--- src/rtl/wishbone_arbiter_rr.sv ---
`default_nettype none
// wishbone_arbiter_rr: round-robin arbiter sharing one Wishbone B4 Classic device among N_CTRL controllers.
// Optional macro WB_ARB_TIMEOUT_EN adds a stall timeout that force-releases the grant and pulses c_err_o.
module wishbone_arbiter_rr #(
  parameter int N_CTRL         = 4,
  parameter int ADR_WIDTH      = 8,
  parameter int DAT_WIDTH      = 8,
  parameter int TIMEOUT_CYCLES = 64
) (
  input  logic                        clk_i,
  input  logic                        rst_i,
  input  logic [N_CTRL-1:0]           c_cyc_i,
  input  logic [N_CTRL-1:0]           c_stb_i,
  input  logic [N_CTRL-1:0]           c_we_i,
  input  logic [N_CTRL*ADR_WIDTH-1:0] c_adr_i,
  input  logic [N_CTRL*DAT_WIDTH-1:0] c_dat_i,
  output logic [DAT_WIDTH-1:0]        c_dat_o,
  output logic [N_CTRL-1:0]           c_ack_o,
  output logic [N_CTRL-1:0]           c_err_o,
  output logic [N_CTRL-1:0]           gnt_o,
  output logic                        d_cyc_o,
  output logic                        d_stb_o,
  output logic                        d_we_o,
  output logic [ADR_WIDTH-1:0]        d_adr_o,
  output logic [DAT_WIDTH-1:0]        d_dat_o,
  input  logic [DAT_WIDTH-1:0]        d_dat_i,
  input  logic                        d_ack_i
);
  localparam int IW = $clog2(N_CTRL);

  typedef enum logic [0:0] {IDLE = 1'b0, GRANT = 1'b1} state_t;

  state_t               state, state_nxt;
  logic [N_CTRL-1:0]    gnt_nxt;
  logic [IW-1:0]        owner, owner_nxt, owner_inc;
  logic [IW-1:0]        ptr, ptr_nxt, winner;
  logic [IW:0]          cand;
  logic                 any_req, busy, timeout;
  logic [ADR_WIDTH-1:0] adr_arr [N_CTRL];
  logic [DAT_WIDTH-1:0] dat_arr [N_CTRL];

  for (genvar i = 0; i < N_CTRL; i++) begin : g_slice
    assign adr_arr[i] = c_adr_i[i*ADR_WIDTH +: ADR_WIDTH];
    assign dat_arr[i] = c_dat_i[i*DAT_WIDTH +: DAT_WIDTH];
  end

  // Scan downwards so the last hit is the smallest offset from ptr, i.e. the round-robin winner.
  always_comb begin
    winner  = ptr;
    any_req = 1'b0;
    cand    = '0;
    for (int k = N_CTRL - 1; k >= 0; k--) begin
      cand = {1'b0, ptr} + (IW+1)'(k);
      if (cand >= (IW+1)'(N_CTRL)) cand = cand - (IW+1)'(N_CTRL);
      if (c_cyc_i[cand[IW-1:0]]) begin
        winner  = cand[IW-1:0];
        any_req = 1'b1;
      end
    end
  end

  assign owner_inc = (owner == IW'(N_CTRL - 1)) ? '0 : owner + IW'(1);

  always_comb begin
    state_nxt = state;
    owner_nxt = owner;
    ptr_nxt   = ptr;
    gnt_nxt   = gnt_o;
    case (state)
      IDLE: begin
        if (any_req) begin
          state_nxt       = GRANT;
          owner_nxt       = winner;
          gnt_nxt         = '0;
          gnt_nxt[winner] = 1'b1;
        end
      end
      GRANT: begin
        if (!c_cyc_i[owner] || timeout) begin
          state_nxt = IDLE;
          gnt_nxt   = '0;
          ptr_nxt   = owner_inc;
        end
      end
      default: begin
        state_nxt = IDLE;
        gnt_nxt   = '0;
      end
    endcase
  end

  always_ff @(posedge clk_i or posedge rst_i) begin
    if (rst_i) begin
      state <= IDLE;
      gnt_o <= '0;
      owner <= '0;
      ptr   <= '0;
    end else begin
      state <= state_nxt;
      gnt_o <= gnt_nxt;
      owner <= owner_nxt;
      ptr   <= ptr_nxt;
    end
  end

  // Datapath is purely combinational off the registered grant, so an async reset clears it at once.
  assign busy    = (state == GRANT);
  assign d_cyc_o = busy & c_cyc_i[owner];
  assign d_stb_o = busy & c_stb_i[owner];
  assign d_we_o  = busy & c_we_i[owner];
  assign d_adr_o = busy ? adr_arr[owner] : '0;
  assign d_dat_o = busy ? dat_arr[owner] : '0;
  assign c_ack_o = gnt_o & {N_CTRL{d_ack_i}};
  assign c_dat_o = d_dat_i;

`ifdef WB_ARB_TIMEOUT_EN
  localparam int CW = ($clog2(TIMEOUT_CYCLES + 1) > 8) ? $clog2(TIMEOUT_CYCLES + 1) : 8;

  logic [CW-1:0]     stall_cnt;
  logic [N_CTRL-1:0] err_q;
  logic              stall;

  assign stall   = d_cyc_o & d_stb_o & ~d_ack_i;
  assign timeout = stall && (stall_cnt == CW'(TIMEOUT_CYCLES - 1));

  always_ff @(posedge clk_i or posedge rst_i) begin
    if (rst_i) begin
      stall_cnt <= '0;
      err_q     <= '0;
    end else begin
      if (!d_cyc_o || d_ack_i || timeout) stall_cnt <= '0;
      else if (stall)                     stall_cnt <= stall_cnt + CW'(1);
      err_q <= timeout ? gnt_o : '0;
    end
  end

  assign c_err_o = err_q;
`else
  assign timeout = 1'b0;
  assign c_err_o = '0;
`endif

endmodule
`default_nettype wire

--- config.mk ---
export PLATFORM = sky130hd
export DESIGN_NAME = wishbone_arbiter_rr
export DESIGN_NICKNAME = d
export VERILOG_FILES = /design/src/rtl/wishbone_arbiter_rr.sv
export SDC_FILE = /design/constraint.sdc
export NUM_CORES = 1
export LEC_CHECK = 0
export BUFFER_PORTS_ARGS = -buffer_cell sky130_fd_sc_hd__buf_2
export CAP_MARGIN = 20
export CORE_MARGIN = 8
export CORE_UTILIZATION = 30
export CTS_BUF_LIST = sky130_fd_sc_hd__clkbuf_16
export CTS_CLUSTER_DIAMETER = 80
export DETAILED_ROUTE_END_ITERATION = 10
export GPL_ROUTABILITY_DRIVEN = 0
export GPL_TIMING_DRIVEN = 0
export PLACE_DENSITY_LB_ADDON = 0.05
export SETUP_SLACK_MARGIN = 0.5
export SLEW_MARGIN = 20
export SYNTH_ARGS = -nofsm -noshare
export SYNTH_HDL_FRONTEND = slang
export SYNTH_SLANG_ARGS = --single-unit
export TNS_END_PERCENT = 1
--- constraint.sdc ---
create_clock -name clk_i -period 2.05 [get_ports clk_i]
set_clock_uncertainty 0.05 [all_clocks]
set_input_delay 0.205 -clock clk_i [delete_from_list [all_inputs] [get_ports clk_i]]
set_output_delay 0.205 -clock clk_i [all_outputs]
set_load 0.1 [all_outputs]
* After elaboration in Yosys (flattened, before gate mapping)
Cells that the tools add are included.
Widths: inputs -> output; s select.
** Operators by class
- Add/sub/neg operators :: 8
- Magnitude comparators :: 12
- Equality and inequality tests :: 3
- Multiplexer cells :: 43
- Bitwise operators :: 7
- Reduce and logical (&&, ||, !) cells :: 4
** Operators with widths (number)
- $mux 8 :: 6
- $bmux 8 s2 :: 2
- $lt 2x3->1 const B :: 6
- $mux 2 :: 9
- $bmux 1 s2 :: 7
- $mux 1 :: 14
- $ge 3x3->1 const B :: 4
- $mux 4 :: 2
- $pmux 4 s2 :: 1
- $sub 2x1->2 const B :: 4
- $add 2x2->3 const B :: 2
- $reduce_and 2->1 :: 3
- $and 4x4->4 :: 1
- $ne 2x2->1 const B :: 2
- $add 2x1->3 const B :: 1
- $and 1x1->1 :: 3
- $ge 2x3->1 const B :: 1
- $not 2->3 :: 1
- $add 2x1->2 const B :: 1
- $demux 1 s2 :: 1
- $eq 2x2->1 const B :: 1
- $ge 2x1->1 const B :: 1
- $not 1->1 :: 2
- $pmux 1 s2 :: 1
- $logic_and 1x1->1 :: 1
** Storage, ports and cells
- Flip-flop bits (word level) :: 9
- Output and inout bits :: 39
- Logic and storage cells :: 81

* Depth between registers and ports, before layout
Gate-level depths: netlist of the first run.
- Word-level depth :: 15
- Depth in mapped cells :: 4
- Mapped depth without buffers :: 4

* Least setup slack after synthesis of the first run
OpenSTA, ideal clock, no wires.
- Kind :: reg-to-output
- From :: register gnt_o[1]
- To :: output c_ack_o[1]
- Arrival :: 1.781 ns
- Required time :: 1.795 ns
- Setup slack :: 0.014 ns
- Stages on the path, launching flop included :: 2
- Buffers on the path :: 0
- Path through :: dfrtp_1 and2_1
** On the way
- Word-level cells in the longest chain between the ends :: 1
** RTL lines
- from (decl) :: RTL line 20 : output logic [N_CTRL-1:0] gnt_o,
- from (signal assigned) :: RTL line 100 : gnt_o <= gnt_nxt;
- $and 4x4->4 :: RTL line 113 : assign c_ack_o = gnt_o & {N_CTRL{d_ack_i}};
- to (decl) :: RTL line 18 : output logic [N_CTRL-1:0] c_ack_o,
No other way between the ends.

* Final worst setup path of the first run
- From :: register owner[0]
- To :: output d_we_o
** On the way
- Word-level cells in the longest chain between the ends :: 3
** RTL lines
- from (decl) :: RTL line 35 : logic [IW-1:0] owner, owner_nxt, owner_inc;
- from (signal assigned) :: RTL line 101 : owner <= owner_nxt;
- $bmux 1 s2 :: RTL line 110 : assign d_we_o = busy & c_we_i[owner];
- $mux 1 (implied by the code) :: RTL line 110
- $and 1x1->1 :: RTL line 110
- to (decl) :: RTL line 23 : output logic d_we_o,
No other way between the ends. The select of a mux whose other input is x is not followed.

==> out/qor.yml, run 1 <==
run_status:
  status: "completed"
clock_network:
  htree_levels: 1
  clock-sinks: 9
  cts_buffer_depth: 2
  cts-root-buf: "clkbuf_16"
  cts_tree: "done"
  path_clk_slew_ps: 40
  cts_buffers: 3
  clock_latency_ps: 230
layout:
  fillers: 337
  n_antenna_cell: 0
  mostFrequentLayoutCells: "buf_2, mux4_2, buf_6, and2_4, buf_4"
  drive_above_1_share: 0.7974
  final_cells: 280
  area_growth_pct: 86.95
  post-route-util: 0.5886
  mostFrequentLayoutCell: "buf_2"
  nets: 321
drt:
  ant_nets: 0
  drc: 0
  vias_per_cell: 4.911
  wl_um: 4972
  drtIter0Drc: 43
  dr.pass1.iters: 4
  dr_total_vias: 1375
  wl_per_cell_um: 17.76
synth:
  synth_edf_count: 0
  avgSynthCellArea_um2: 11.04
  syn_area_um2: 1170
  synth-async-reset-ratio: 1.000
  synthCells: 106
  yosysSeqAreaShare: 0.1925
  yosysWarnings: 0
  ys_types: 29
  ys_ff_latch: 9
  synthFlopType: "dfrtp_1"
floorplanning:
  start_util: 0.3148
  die-area_um2: 6154
  io_pins: 126
  rows: 22
  die_h_um: 78.45
  core_um2: 3716
  die_w_um: 78.45
global_route:
  grt_max_degree: 11
  grtUsageTotal: 0.1562
  grt_pass1_wl_um: 7817
  antenna_found_initial: 0
  grt_pass1_vias: 1527
  gr-total-overflow: 0
timing:
  finalSetupViolCount: 0
  layout_setup_ws_ps: 95.83
  rsz0062_at_grt: "yes"
  layout_min_cycle_time_ps: 1954
  relSlewSlack: 0.6297
  holdWs_ps: 380.3
  post-route-period-util: 0.9533
  finalHoldViolations: 0
  worst-slew-pin-transition_ps: 550.4
  maxSlewViolCount: 0
  max_freq_mhz: 511.7
place:
  post-place-ws_ps: -22.15
  io_buffers: 113
  dpl.cell_count: 270
  dp_hpwl_um: 4269
setup_path:
  path_max_fanout: 10
  reg2reg_slack_ps: 440
  end_kind: "primary output"
  start_kind: "flip-flop"
  critical_path_class: "flip-flop to primary output"
  crit_arrival_ps: 1700
  cp.required_ps: 1790
job:
  maxCapViolations: 0
hold_path:
  hold_class: "input port to flip-flop"
final timing paths:
path | from | end | cells after the start
worst max register to register | owner[1]$_DFFE_PP0P_ | gnt_o[1]$_DFFE_PP0P_ | 3
worst max-delay path | owner[0]$_DFFE_PP0P_ | d_we_o | 4
min in group asynchronous | rst_i | ptr[1]$_DFFE_PP0P_ | 3
worst min register to register | gnt_o[2]$_DFFE_PP0P_ | gnt_o[2]$_DFFE_PP0P_ | 2
worst min-delay path | c_cyc_i[3] | busy$_DFF_PP0_ | 3
max in group asynchronous | rst_i | gnt_o[1]$_DFFE_PP0P_ | 3
timing repair:
item	4_1_cts	5_1_grt
resized for setup	64	4
gates cloned	1	0
hold buffers	1	0
hold endpoints to repair	9	0
endpoints found under the setup margin	24	27
buffers inserted	3	1
flip-flops by register name (all words and copies together), names as in the netlist:
signal / cells
gnt_o: 4
owner: 2
ptr: 2
busy: 1
logic make-up after synthesis:
family,after synthesis,synth area share
buffers and inverters,21,0.1102
and+or+nand+nor,39,0.1989
DFF,9,0.1925
adders and majority gates,1,0.01069
muxes,22,0.3979
AOI/OAI and AO/OA,13,0.08662
other,1,0.003205
routing by layer:
metal / GRT usage / vias to the layer above / wire (µm)
met4: 0.01111 / 0 / 0
met3: 0.04214 / 0 / 384
met1: 0.1783 / 661 / 2003
li1: - / 636 / -
met2: 0.2925 / 78 / 2584
met5: 0 / - / 0
area by class of cell:
type / count / area, µm² / area share
Timing Repair Buffer: 119 / 782.0 / 0.3576
Multi-Input combinational cell: 79 / 874.6 / 0.3999
Inverter: 3 / 11.26 / 0.005149
Clock buffer: 3 / 75.07 / 0.03432
Sequential cell: 9 / 229.0 / 0.1047
Buffer: 18 / 151.4 / 0.06922
Clock inverter: 1 / 3.754 / 0.001716
Tap cell: 48 / 60.06 / 0.02746
through the flow:
stage	setup TNS, ps	cell area (µm²)
finish	0	2187
global placement	0	1848
global route	0	2187
CTS	0	2168
detailed placement	-29.50	1848
floorplan	0	1222
cells in the mapped netlist, drive strengths merged (2+ instances only):
cell type | number | area (µm²)
nor2 | 4 | 15.01
buf | 16 | 110.1
nand2b | 2 | 20.02
inv | 3 | 11.26
a32o | 2 | 20.02
nand2 | 4 | 15.01
mux4 | 19 | 427.9
nor2b | 2 | 12.51
or2 | 2 | 12.52
o21ai | 2 | 10.01
and2 | 23 | 143.9
a21boi | 2 | 15.01
clkbuf | 2 | 7.510
dfrtp | 9 | 225.2
o31ai | 3 | 22.52
mux2 | 3 | 37.53
worst max-delay path: stages (launching register included):
cell	delay, ps
dfrtp_2	440
buf_12	170
mux4_2	510
and2_4	170
buf_6	170
Power of run 1 is left out: the tool's default activity adds up to more than one toggle a clock period on the data nets, which glitch-free logic cannot reach.
==> run 2, diff against run 1 <==
--- a/config.mk
+++ b/config.mk
@@ -14,7 +14,7 @@
 export DETAILED_ROUTE_END_ITERATION = 10
 export GPL_ROUTABILITY_DRIVEN = 0
 export GPL_TIMING_DRIVEN = 0
-export PLACE_DENSITY_LB_ADDON = 0.05
+export PLACE_DENSITY = 0.8
 export SETUP_SLACK_MARGIN = 0.5
 export SLEW_MARGIN = 20
 export SYNTH_ARGS = -nofsm -noshare
==> out/qor.yml, run 2 (synthesis gave the netlist of run 1 again) <==
setup_path:
  cp.required_ps: 1790
  crit_chain: "buf_12, mux4_2, and2_4, buf_6"
  critical_path_class: "flip-flop to primary output"
  end_kind: "primary output"
  r2r_cells: 3
  r2r_start: "owner[1]$_DFFE_PP0P_"
  worst_path_max_delay_cell: "mux4_2"
  reg2reg_slack_ps: 380
  start_kind: "flip-flop"
  path_max_fanout: 10
  max_stage_delay_ps: 510
  reg2reg_to: "gnt_o[1]$_DFFE_PP0P_"
  crit_arrival_ps: 1680
global_route:
  grtUsageTotal: 0.1378
  grt_pass1_wl_um: 6906
  grt_pass1_vias: 1546
  grt_max_degree: 11
  antenna_found_initial: 0
  gr-total-overflow: 0
clock_network:
  cts-root-buf: "clkbuf_16"
  cts_buffers: 3
  path_clk_slew_ps: 40
  cts_buffer_depth: 2
  htree_levels: 1
  cts_tree: "done"
  clock-sinks: 9
  clock_latency_ps: 230
timing:
  rsz0062_at_grt: "yes"
  maxSlewViolCount: 0
  relSlewSlack: 0.6401
  max_freq_mhz: 517.7
  worst-slew-pin-transition_ps: 534.9
  finalHoldViolations: 0
  finalSetupViolCount: 0
  layout_min_cycle_time_ps: 1932
  post-route-period-util: 0.9423
hold_path:
  min_path_cells: 3
  hold_start: "c_cyc_i[3]"
  whs_endpoint: "busy$_DFF_PP0_"
  hold_class: "input port to flip-flop"
layout:
  mostFrequentLayoutCell: "buf_2"
  top_register: "gnt_o"
  n_antenna_cell: 0
  mostFrequentLayoutCells: "buf_2, mux4_2, buf_6"
  largest_register_ffs: 4
  area_growth_pct: 85.99
  largestRegisters: "gnt_o (4), owner (2), ptr (2)"
  post-route-util: 0.5855
  drive_above_1_share: 0.7931
  fin_area_um2: 2176
  nets: 321
floorplanning:
  io_pins: 126
  rows: 22
  core_um2: 3716
  start_util: 0.3148
  die-area_um2: 6154
  die_h_um: 78.45
  die_w_um: 78.45
drt:
  dr.pass1.iters: 4
  drtIter0Drc: 28
  wl_per_cell_um: 16.04
  drc: 0
  wl_um: 4491
  vias_per_cell: 4.843
  ant_nets: 0
  dr_total_vias: 1356
run_status:
  status: "completed"
place:
  place_area_um2: 1848
  dp_hpwl_um: 3731
  io_buffers: 113
job:
  maxCapViolations: 0
## run 2: worst max-delay path: cells and delay by family, from the launching register on
kind,cells,cell delay [ps]
and+or+nand+nor,1,170
DFF,1,420
muxes,1,510
buffers and inverters,2,330
## run 2: area by class of cell
type	count	area, µm²
repair buffers	119	773.2
plain buffers	18	151.4
flip-flops and latches	9	227.7
multi-input cells	79	873.3
clock inverters	1	3.754
inverters	3	11.26
fillers	349	1540
well taps	48	60.06
clock buffers	3	75.07
## run 2: metal layers
layer / GRT usage / share of wire / vias to the layer above / routed length (µm)
li1: - / - / 637 / -
met1: 0.1373 / 0.37 / 631 / 1661
met2: 0.2543 / 0.51 / 84 / 2270
met3: 0.05125 / 0.11 / 4 / 507
met4: 0.05000 / 0.011 / 0 / 51
met5: 0 / 0 / - / 0
## run 2: stage by stage
step | TNS, ps | std cells | setup slack (ps) | hold WS (ps)
6_report | 0 | 280 | 118.3 | 380.9
3_5_place_dp | -49.83 | 270 | -25.07 | 138.2
5_1_grt | 0 | 280 | 59.82 | 418.8
3_3_place_gp | 0 | 270 | 0.7629 | 124.1
4_1_cts | 0 | 279 | 99.28 | 387.8
2_1_floorplan | 0 | 109 | 257.1 | -17.15
## run 2: worst max-delay path by stage
stage                                    start    endpoint  slack, ps  cells after the start
final                     owner[0]$_DFFE_PP0P_  d_adr_o[0]        120                      4
after global routing      owner[0]$_DFFE_PP0P_  d_adr_o[4]         60                      4
after CTS                 owner[0]$_DFFE_PP0P_  d_adr_o[3]        100                      4
after detailed placement  owner[1]$_DFFE_PP0P_  d_dat_o[6]        -30                      5
after global placement    owner[1]$_DFFE_PP0P_  d_dat_o[6]        0.8                      5
after floorplan           gnt_o[3]$_DFFE_PP0P_  c_ack_o[3]        260                      1
## run 2: repair_timing
item / CTS / global route
hold buffers: 1 / 0
endpoints found under the hold margin: 9 / 0
setup endpoints to repair: 25 / 27
resized for setup: 64 / 0
setup buffers: 3 / 1
cloned: 1 / 0
Power of run 2 is left out for the same reason.
